===== config.mk =====
export PLATFORM = sky130hd
export DESIGN_NAME = euros_pa_centimos
export DESIGN_NICKNAME = d
export VERILOG_FILES = /design/src/rtl/euros_pa_centimos.sv
export SDC_FILE = /design/constraint.sdc
export NUM_CORES = 1
export LEC_CHECK = 0
export ABC_AREA = 1
export ABC_CLOCK_PERIOD_IN_PS = 3800
export BUFFER_PORTS_ARGS = -buffer_cell sky130_fd_sc_hd__buf_2
export CAP_MARGIN = 20
export CORE_ASPECT_RATIO = 0.8
export CORE_MARGIN = 1.5
export CORE_UTILIZATION = 50
export CTS_CLUSTER_DIAMETER = 150
export CTS_CLUSTER_SIZE = 30
export DETAILED_ROUTE_END_ITERATION = 8
export PLACE_DENSITY = 0.74
export SKIP_CTS_REPAIR_TIMING = 1
export SYNTH_ARGS = -nofsm -noshare
export SYNTH_HDL_FRONTEND = slang
export SYNTH_SLANG_ARGS = --single-unit

===== constraint.sdc =====
create_clock -name clk -period 3.8 [get_ports clk]
set_clock_uncertainty 0.2 [all_clocks]
set_input_delay 0.57 -clock clk [delete_from_list [all_inputs] [get_ports clk]]
set_output_delay 0.57 -clock clk [all_outputs]
set_load 0.01 [all_outputs]

===== src/rtl/euros_pa_centimos.sv =====
// euros_pa_centimos
//  Converts a euro amount (whole euros + cents fraction) into a total count of
//  cents: centimos = euros_inteiro*100 + eurosfracao. The multiply by 100 is a
//  serial shift-add over the 7 bits of 100, so one conversion takes 9 cycles.
//
// Ports
//  clk            clock, all logic on the rising edge
//  rst            synchronous active-high reset, aborts any conversion
//  in_valid       euros_inteiro/eurosfracao are valid
//  in_ready       block can accept a new amount (high only while idle)
//  euros_inteiro  whole euros
//  eurosfracao    cents fraction, legal range 0..99
//  out_valid      centimos/erro are valid, held until out_ready
//  out_ready      consumer takes the result
//  centimos       converted amount in cents
//  erro           illegal fraction, or result above MAX_CENT
//
// Build option
//  EUROS_OVF_SAT_EN  when defined, an overflowing result reports MAX_CENT
//                    instead of 0 (erro is raised in both builds).

module euros_pa_centimos #(
  parameter int W        = 14,
  parameter int MAX_CENT = 9999
) (
  input  logic         clk,
  input  logic         rst,
  input  logic         in_valid,
  output logic         in_ready,
  input  logic [W-1:0] euros_inteiro,
  input  logic [W-1:0] eurosfracao,
  output logic         out_valid,
  input  logic         out_ready,
  output logic [W-1:0] centimos,
  output logic         erro
);

  // Accumulator is wide enough for (2**W-1)*100 + 99, so nothing wraps.
  localparam int AW = W + 7;

  // 100 = 7'b1100100; bit idx selects whether euros<<idx is added.
  localparam logic [6:0] MULT = 7'b1100100;

  localparam logic [1:0] IDLE = 2'd0;
  localparam logic [1:0] MUL  = 2'd1;
  localparam logic [1:0] ADD  = 2'd2;
  localparam logic [1:0] DONE = 2'd3;

  logic [1:0]    state;
  logic [W-1:0]  euros_reg;
  logic [W-1:0]  frac_reg;
  logic [AW-1:0] acc;
  logic [2:0]    idx;

  logic [AW-1:0] partial;
  logic [AW-1:0] sum;
  logic          frac_bad;
  logic          overflow;

  assign partial  = {{7{1'b0}}, euros_reg} << idx;
  assign sum      = acc + {{7{1'b0}}, frac_reg};
  assign frac_bad = (frac_reg >= W'(100));
  assign overflow = (sum > AW'(MAX_CENT));
  assign in_ready = (state == IDLE);

  always_ff @(posedge clk) begin
    if (rst) begin
      state     <= IDLE;
      euros_reg <= '0;
      frac_reg  <= '0;
      acc       <= '0;
      idx       <= '0;
      out_valid <= 1'b0;
      centimos  <= '0;
      erro      <= 1'b0;
    end else begin
      case (state)
        IDLE: begin
          if (in_valid) begin
            euros_reg <= euros_inteiro;
            frac_reg  <= eurosfracao;
            acc       <= '0;
            idx       <= '0;
            state     <= MUL;
          end
        end

        MUL: begin
          if (MULT[idx]) begin
            acc <= acc + partial;
          end
          idx <= idx + 3'd1;
          if (idx == 3'd6) begin
            state <= ADD;
          end
        end

        ADD: begin
          out_valid <= 1'b1;
          state     <= DONE;
          if (frac_bad) begin
            // An illegal fraction takes priority and always reports 0.
            erro     <= 1'b1;
            centimos <= '0;
          end else if (overflow) begin
            erro     <= 1'b1;
`ifdef EUROS_OVF_SAT_EN
            centimos <= W'(MAX_CENT);
`else
            centimos <= '0;
`endif
          end else begin
            erro     <= 1'b0;
            centimos <= sum[W-1:0];
          end
        end

        DONE: begin
          // Result is held until taken; the next accept is a cycle later.
          if (out_ready) begin
            out_valid <= 1'b0;
            state     <= IDLE;
          end
        end

        default: state <= IDLE;
      endcase
    end
  end

endmodule

==> results.ini, run 1 <==
[status]
outcome=finished, final reports clean

[clock_tree]
cts.clk_slew.worst_paths_ns=0.06
cts_tree=built
cts_buffers=9
clk_latency_ns=0.34
cts.sinks=71
htreeDepth=3
cts_buffer_depth=2
cts_root_buf=clkbuf_16

[yosys]
ys_seq_area_share_pct=26.64
yosys_warnings=0
syn_area_per_cell_um2=6.336
synthCells=842
synthArstFlopShare_pct=0
syn-num-nets=916
netlist_top_cells_area=dfxtp_1 27%, nand2_1 15%, ha_1 9.4%
yosysTopAreaCell=dfxtp_1
synth_common_cells=213 x nand2_1, 99 x nor2_1, 84 x o21ai_0
ys_types=44
syn-cell-area_mm2=0.005335
synth_top_area_share_pct=26.64
synthFlopType=dfxtp_1
yosysMostFrequentCell=nand2_1
synth-edff-count=0
synth_seq_cells=71

[timing]
worst_slack_ns=0.6246
slew_headroom_pct=47.39
setup_viol=0
finalSetupTns_ns=0
rsz0062_at_grt=false
hold_viol_final=0
finalCritPeriodShare_pct=83.56
max_freq_mhz=314.9
worstMarginPinSlew_ns=0.7883
holdWs_ns=0.2609
fin_crit_ns=3.175
slew_violations=0

[grt]
antenna_found_initial=0
grt-busiest-layer=met2
use_met3_pct=4.127
grt_first_pass_wirelength_um=24360
gr-usage-met1_pct=39.63
grt_pass1_vias=5005
use_met2_pct=41.23
track_usage_pct=26.99
grt_max_degree=38
grt.overflow.total=0

[setup_path]
critPathRequiredTime_ns=3.80
worst-path-max-fanout=16
worstRegToRegCells=11
crit_path_start_kind=flop
cp_data_arrival_time_ns=3.18
crit_family=simple AND/OR/NAND/NOR gates
cp.depth=11
crit_slowest_cell=dfxtp_2
cp_num_buf_inv=1
cp_slowest_stage_delay_ns=0.50
endpoint_kind=flop
reg2reg_from=idx[1]$_SDFFE_PP0P_
path_cells=clkinvlp_2 -> o21ai_0 -> mux2i_1 -> ha_1 -> nand2_1 -> nor4_1 -> nand3_1 -> nand3_1 -> a21boi_0 -> o21ai_0 -> a21oi_1
crit_type=flop to flop
crit_path_start=idx[1]$_SDFFE_PP0P_

[worst_hold_path]
hold_path.class=flop to flop
min_path_cells=2
hold_path.startpoint=centimos[0]$_SDFFE_PP0P_

[placement]
port-buffer-count=48
pre_cts_ws_ns=0.5581
gp_congestion=0.8948
dp_hpwl_um=11190

[detailed_routing]
drt_iter0_markers=436
via_count=5551
via_per_inst=5.421
first_pass_iters=6
drt-total-wl_um=14510
ant_nets=0
wl_per_cell_um=14.17
route.detailed.drc=0

[pwr]
max-vdd-ir-drop_uv=469.8
p_per_area_mw_per_mm2=511.5
leakagePower_uw=0.002710
p_total_uw=3057

[floorplanning]
rows=33
ios=49
core-area_mm2=0.01032
chipHeight_um=95.39
initial_core_util_pct=51.68
die-area_mm2=0.01130
die_width_um=118.5

[finish]
regMostFlops=acc
nets=954
multi_input_area_mm2=0.003506
n_fill_cell=1040
layout-drive-gt1-share_pct=10.97
area_growth_syn_to_layout_pct=12.01
n_antenna_cell=0
largest_reg_flops=21
seq_area_mm2=0.001423

[job]
maxCapViolCount=0

[cell type report]
cell class / count / area share (%)
multi-input cells: 667 / 58.67
flip-flops and latches: 71 / 23.81
repair buffers: 55 / 4.900
inverters: 75 / 4.774
clock buffers: 10 / 3.832
well taps: 140 / 2.931
clock inverters: 5 / 1.005
repair inverters: 1 / 0.08375
[logic make-up (layout without fill, tap and decap cells)]
logic type / after synthesis / after routing / synth area share (%)
muxes: 6 / 6 / 1.126
adders and majority gates: 42 / 42 / 10.13
and+or+nand+nor: 416 / 416 / 33.23
buffers and inverters: 104 / 146 / 7.645
xor gates and xnor gates: 7 / 7 / 1.149
AOI/OAI and AO/OA: 196 / 196 / 20.07
DFF: 71 / 71 / 26.64
[worst register-to-register path, stage by stage (launching register included)]
cell        delay [ns]
dfxtp_2           0.50
clkinvlp_2        0.36
o21ai_0           0.37
mux2i_1           0.20
ha_1              0.38
nand2_1           0.14
nor4_1            0.40
nand3_1           0.12
nand3_1           0.12
a21boi_0          0.08
o21ai_0           0.08
a21oi_1           0.08
[report_power, final]
group          internal [µW]  switching (µW)  leakage (µW)
combinational            406             832       0.00199
clock                    506             337      0.000139
sequential               867             109      0.000580
[path summary, 6_finish.rpt]
kind	endpoint	slack, ns
hold reg to reg	centimos[0]$_SDFFE_PP0P_	0.26
setup / recovery	acc[17]$_SDFFE_PP0P_	0.62
setup reg to reg	acc[17]$_SDFFE_PP0P_	0.62
hold / removal	centimos[0]$_SDFFE_PP0P_	0.26
[cell usage in the layout (no fill, tap or decap), types with 3 or more instances in the layout]
master / n
inv_2: 6
nand3_1: 43
buf_4: 7
ha_1: 40
dfxtp_1: 70
nor2_1: 99
or2_2: 6
buf_2: 48
nor2_2: 3
a21oi_1: 77
o21bai_1: 3
xor2_1: 5
o21ai_1: 3
a21boi_0: 13
nand2_2: 4
mux2i_1: 6
nor4_1: 5
nor3_1: 10
inv_1: 67
nand3b_1: 4
nand2_1: 213
o21ai_0: 84
clkbuf_16: 9
nand4_1: 22
[per-stage QoR]
stage / util (%) / area (µm²) / cells
after CTS: 57.79 / 5966 / 1023
after global placement: 54.99 / 5677 / 1008
final: 57.89 / 5976 / 1024
after global routing: 57.89 / 5976 / 1024
after floorplan: - / 5335 / 842
after detailed placement: 54.99 / 5677 / 1008
[routing by layer]
layer / part of all wire, % / vias to the layer above
li1: - / 2896
met1: 51 / 2459
met2: 40 / 181
met3: 6.9 / 15
met4: 1.1 / 0
met5: 0 / -
Note: power is estimated with default switching activity, not from simulation.
==> inputs of run 2 (changes only) <==
--- a/config.mk
+++ b/config.mk
@@ -6,7 +6,7 @@
 export NUM_CORES = 1
 export LEC_CHECK = 0
 export ABC_AREA = 1
-export ABC_CLOCK_PERIOD_IN_PS = 3800
+export ABC_CLOCK_PERIOD_IN_PS = 3200
 export BUFFER_PORTS_ARGS = -buffer_cell sky130_fd_sc_hd__buf_2
 export CAP_MARGIN = 20
 export CORE_ASPECT_RATIO = 0.8
==> constraint.sdc (replaced) <==
create_clock -name clk -period 3.2 [get_ports clk]
set_clock_uncertainty 0.2 [all_clocks]
set_input_delay 0.48 -clock clk [delete_from_list [all_inputs] [get_ports clk]]
set_output_delay 0.48 -clock clk [all_outputs]
set_load 0.01 [all_outputs]
==> results.ini, run 2 (same netlist as run 1, synthesis figures left out) <==
[status]
outcome=finished, final reports clean

[clock_tree]
cts_buffer_depth=2  ; unchanged
cts_root_buf=clkbuf_16
cts.clk_slew.worst_paths_ns=0.06  ; about the same
cts_buffers=9  ; unchanged
htreeDepth=3  ; unchanged
cts_tree=built
clk_latency_ns=0.34  ; about the same
cts.sinks=71  ; unchanged

[floorplanning]
chipHeight_um=95.39  ; unchanged
core-area_mm2=0.01032  ; unchanged
ios=49  ; unchanged
rows=33  ; unchanged
die_width_um=118.5  ; unchanged
die-area_mm2=0.01130  ; unchanged
initial_core_util_pct=51.68  ; unchanged

[timing]
worstMarginPinSlew_ns=0.4654  ; -0.3229 ns
setup_viol=0  ; unchanged
worst_slack_ns=0.1950  ; -0.4296 ns
slew_violations=0  ; unchanged
fin_crit_ns=3.005  ; -0.1704 ns
hold_viol_final=0  ; unchanged
finalCritPeriodShare_pct=93.91  ; +10 points
slew_headroom_pct=68.94  ; +22 points
finalSetupTns_ns=0  ; unchanged
max_freq_mhz=332.8  ; +5.7%

[setup_path]
path_cells=buf_4 -> o21ai_0 -> nand2_1 -> nand3_1 -> o21ai_0 -> ha_1 -> nand2_1 -> nor4_2 -> nand4_1 -> nand3_1 -> a21boi_1 -> o21ai_0 -> a21oi_1
crit_top_cell=o21ai_0
crit_type=flop to flop
critPathRequiredTime_ns=3.20  ; -0.60 ns
crit_path_start_kind=flop
endpoint_kind=flop
cp_slowest_stage_delay_ns=0.41  ; -0.09 ns
crit_slowest_cell=ha_1
cp_data_arrival_time_ns=3.01  ; -0.17 ns
worst-path-max-fanout=12  ; -4

[pwr]
p_per_area_mw_per_mm2=598.5  ; +17%
swShare_pct=42.07  ; +0.27 points
leakagePower_uw=0.002816  ; +3.9%
max-vdd-ir-drop_uv=477.7  ; +1.7%
p_total_uw=3717  ; +22%
p_switching_uw=1564  ; +22%
seqPwrFrac_pct=31.2  ; -0.7 points
internal_power_uw=2153  ; +21%
p_clk_share_pct=26.4  ; -1.2 points
p_comb_share_pct=42.4  ; +1.9 points

[grt]
grt_first_pass_wirelength_um=24300  ; -0.25%
track_usage_pct=27.03  ; +0.044 points
antenna_found_initial=0  ; unchanged
grt_max_degree=38  ; unchanged
grt.overflow.total=0  ; unchanged
grt_pass1_vias=4897  ; -2.2%

[finish]
n_antenna_cell=0  ; unchanged
stdcell_count=1043  ; +1.9%
layout-drive-gt1-share_pct=14.40  ; +3.4 points
area_growth_syn_to_layout_pct=16.42
largest_reg_flops=21  ; unchanged
regMostFlops=acc
mostFrequentLayoutCells=212 x nand2_1, 99 x nor2_1, 77 x o21ai_0, 71 x a21oi_1, 70 x dfxtp_1
layout_commonest_cell=nand2_1
nets=972  ; +1.9%

[job]
maxCapViolCount=0  ; unchanged

[placement]
pre_cts_ws_ns=0.1399  ; -0.4182 ns
dpl.cell_count=1017  ; +0.89%
dp_hpwl_um=11300  ; +0.95%
gp_congestion=0.9164  ; +2.4%
port-buffer-count=48  ; unchanged

[detailed_routing]
drt-total-wl_um=14810  ; +2.1%
wl_per_cell_um=14.20  ; +0.19%
via_count=5615  ; +1.2%
route.detailed.drc=0  ; unchanged
drt_iter0_markers=482  ; +11%
first_pass_iters=5  ; -1
via_per_inst=5.384  ; -0.69%
ant_nets=0  ; unchanged

[worst_hold_path]
hold_path.class=input pin to flop

run 2: cell types whose count changed in the layout (fill, tap and decap cells not counted), sizes merged:
cell,before,now
buf,55,74
bufinv,1,0
clkbuf,10,11
clkinv,4,5
clkinvlp,3,2
run 2: worst paths after layout:
kind                                               start                    endpoint  slack (ns)  cells after the start
worst max-delay path                 idx[0]$_SDFFE_PP0P_        acc[19]$_SDFFE_PP0P_        0.19                     13
worst max register to register       idx[0]$_SDFFE_PP0P_        acc[19]$_SDFFE_PP0P_        0.19                     13
worst min-delay path                   euros_inteiro[12]  euros_reg[12]$_SDFFE_PP0P_        0.18                      3
worst min register to register  centimos[1]$_SDFFE_PP0P_    centimos[1]$_SDFFE_PP0P_        0.26                      2
run 2: worst max-delay path: cells and delay by family, from the launching register on:
family	cells	cell delay, ns
compound gates	5	0.68
fa+ha+maj	1	0.41
buf+inv	1	0.18
flops	1	0.34
simple gates	6	1.05
run 2: metal layers:
metal  track usage [%]  part of all wire (%)  up-vias
li1                  -                     -     2940
met2             41.52                    42      193
met1             39.55                    50     2469
met4             5.924                   1.1        0
met5                 0                     0        -
met3             4.844                   7.5       13
run 2: area by class of cell:
cell class | count | area, µm²
fill | 1012 | 4111
multi-input combinational | 667 | 3572
tap | 140 | 175.2
clock buffer | 11 | 252.7
inverter | 75 | 285.3
clock inverter | 5 | 42.54
sequential | 71 | 1423
timing repair buffer | 74 | 460.4
run 2: power by group through the flow:
stage / clock network (µW) / logic, µW / registers [µW]
finish: 983 / 1570 / 1160
global route: 1040 / 1780 / 1180
CTS: 988 / 1470 / 1150
detailed placement: 0 / 1460 / 1170
global placement: 0 / 1450 / 1170
floorplan: 0 / 1100 / 1140
run 2: per-stage QoR:
step                      cell area, µm²  hold WS [ns]  utilization, %
after detailed placement            5744        0.2538           55.65
after CTS                           6040        0.1820           58.51
after floorplan                     5335        0.2396               -
after global routing                6211        0.1923           60.17
final                               6211        0.1825           60.17
after global placement              5744        0.2498           55.65
==> inputs of run 3 (changes only) <==
--- a/config.mk
+++ b/config.mk
@@ -16,6 +16,7 @@
 export CTS_CLUSTER_SIZE = 30
 export DETAILED_ROUTE_END_ITERATION = 8
 export PLACE_DENSITY = 0.74
+export RECOVER_POWER = 25
 export SKIP_CTS_REPAIR_TIMING = 1
 export SYNTH_ARGS = -nofsm -noshare
 export SYNTH_HDL_FRONTEND = slang
==> results.ini, run 3 (same netlist as run 1, synthesis figures left out) <==
[status]
outcome=finished, final reports clean

[finish]
n_fill_cell=1027  ; +1.5%
area_growth_syn_to_layout_pct=15.90
layout_commonest_cell=nand2_1
largest_reg_flops=21  ; unchanged
n_antenna_cell=0  ; unchanged
layout-drive-gt1-share_pct=12.40  ; -2.0 points
regMostFlops=acc
nets=972  ; unchanged
mostFrequentLayoutCells=212 x nand2_1, 99 x nor2_1, 77 x o21ai_0, 71 x a21oi_1, 70 x dfxtp_1

[setup_path]
cp_data_arrival_time_ns=3.00  ; about the same
crit_path_start_kind=flop
endpoint_kind=flop
critPathRequiredTime_ns=3.21  ; about the same
reg2reg_from=idx[0]$_SDFFE_PP0P_
r2r-end=acc[19]$_SDFFE_PP0P_
crit_slowest_cell=ha_1
worstRegToRegCells=13  ; unchanged
crit_type=flop to flop
cp_slowest_stage_delay_ns=0.41  ; about the same
rrSetupSlack_ns=0.20  ; about the same
crit_top_cell=o21ai_0
path_cells=buf_4 -> o21ai_0 -> nand2_1 -> nand3_1 -> o21ai_0 -> ha_1 -> nand2_1 -> nor4_2 -> nand4_1 -> nand3_1 -> a21boi_1 -> o21ai_0 -> a21oi_1
cp_num_buf_inv=1  ; unchanged
crit_family=simple AND/OR/NAND/NOR gates
worst-path-max-fanout=12  ; unchanged

[timing]
finalCritPeriodShare_pct=93.73  ; -0.18 points
finalSetupTns_ns=0  ; unchanged
setup_viol=0  ; unchanged
max_freq_mhz=333.4  ; +0.19%
worstMarginPinSlew_ns=1.163  ; +0.6980 ns
slew_headroom_pct=22.44  ; -46 points
worst_slack_ns=0.2007  ; +0.005702 ns
slew_violations=0  ; unchanged
holdWs_ns=0.1820  ; -0.0004580 ns
fin_crit_ns=2.999  ; -0.005702 ns
hold_viol_final=0  ; unchanged

[detailed_routing]
via_per_inst=5.389  ; +0.11%
via_count=5621  ; +0.11%
first_pass_iters=5  ; unchanged
ant_nets=0  ; unchanged
drt-total-wl_um=14790  ; -0.13%
route.detailed.drc=0  ; unchanged
drt_iter0_markers=425  ; -12%
wl_per_cell_um=14.18  ; -0.13%

[clock_tree]
cts.clk_slew.worst_paths_ns=0.06  ; about the same
clk_latency_ns=0.34  ; about the same
cts_buffers=9  ; unchanged
cts.sinks=71  ; unchanged
htreeDepth=3  ; unchanged
cts_tree=built
cts_root_buf=clkbuf_16
cts_buffer_depth=2  ; unchanged

[grt]
track_usage_pct=27.03  ; unchanged
grt_first_pass_wirelength_um=24300  ; unchanged
grt_pass1_vias=4897  ; unchanged
grt_max_degree=38  ; unchanged
antenna_found_initial=0  ; unchanged
grt.overflow.total=0  ; unchanged

[floorplanning]
initial_core_util_pct=51.68  ; unchanged
core-area_mm2=0.01032  ; unchanged
die-area_mm2=0.01130  ; unchanged
chipHeight_um=95.39  ; unchanged
ios=49  ; unchanged
rows=33  ; unchanged
die_width_um=118.5  ; unchanged

[job]
maxCapViolCount=0  ; unchanged

[placement]
port-buffer-count=48  ; unchanged
gp_congestion=0.9164  ; unchanged
dp_hpwl_um=11300  ; unchanged
pre_cts_ws_ns=0.1399  ; unchanged

[pwr]
max-vdd-ir-drop_uv=479.2  ; +0.31%
p_per_area_mw_per_mm2=599.2  ; +0.11%
leakagePower_uw=0.002739  ; -2.7%
p_total_uw=3705  ; -0.33%

[worst_hold_path]
whs_endpoint=euros_reg[12]$_SDFFE_PP0P_
hold_path.class=input pin to flop
min_path_cells=3  ; unchanged
hold_path.startpoint=euros_inteiro[12]

## run 3: cell count changes in the layout (fill, tap and decap cells not counted), sizes merged
cell    previous run  this run
clkbuf            11        29
buf               74        56
## run 3: final cells by class
class | instances | area [µm²] | share of cell area, %
inverters | 75 | 285.3 | 4.614
clock inverters | 5 | 42.54 | 0.6880
clock buffers | 11 | 252.7 | 4.087
well taps | 140 | 175.2 | 2.833
multi-input cells | 667 | 3572 | 57.77
flip-flops and latches | 71 | 1423 | 23.01
repair buffers | 74 | 432.9 | 7.001
## run 3: where the power goes
| group | switching (µW) | leakage (µW) | total [µW] | internal [µW] |
|---|---|---|---|---|
| clock network | 410 | 0.000142 | 983 | 572 |
| registers | 130 | 0.000580 | 1160 | 1030 |
| logic | 1020 | 0.00202 | 1560 | 537 |
| total | 1570 | 0.00274 | 3700 | 2140 |
## run 3: per-layer routing
metal	up-vias	share of wire, %	wire length, µm	global-route usage, %
li1	2941	-	-	-
met1	2486	50	7353	39.55
met2	183	42	6241	41.52
met3	11	7.2	1064	4.844
met4	0	0.90	133	5.924
met5	-	0	0	0
## run 3: how the worst max path moves through the flow
stage	from	endpoint	slack [ns]	cells past startpoint
6_report	idx[0]$_SDFFE_PP0P_	acc[19]$_SDFFE_PP0P_	0.20	13
5_1_grt	idx[1]$_SDFFE_PP0P_	acc[15]$_SDFFE_PP0P_	-0.03	18
4_1_cts	idx[0]$_SDFFE_PP0P_	acc[19]$_SDFFE_PP0P_	0.12	13
3_5_place_dp	idx[0]$_SDFFE_PP0P_	acc[16]$_SDFFE_PP0P_	0.14	20
3_3_place_gp	acc[0]$_SDFFE_PP0P_	centimos[2]$_SDFFE_PP0P_	0.15	16
2_1_floorplan	idx[0]$_SDFFE_PP0P_	acc[16]$_SDFFE_PP0P_	0.22	23
## run 3: stage by stage
step	instances	instance area, µm²	util, %
3_3_place_gp	1017	5744	55.65
6_report	1043	6183	59.90
5_1_grt	1043	6183	59.90
3_5_place_dp	1017	5744	55.65
2_1_floorplan	842	5335	-
4_1_cts	1033	6040	58.51
## run 3: worst register-to-register path, cell delays in order, from the launching register on
cell	delay (ns)
dfxtp_2	0.34
buf_4	0.18
o21ai_0	0.28
nand2_1	0.12
nand3_1	0.08
o21ai_0	0.16
ha_1	0.41
nand2_1	0.18
nor4_2	0.37
nand4_1	0.14
nand3_1	0.16
a21boi_1	0.08
o21ai_0	0.08
a21oi_1	0.08
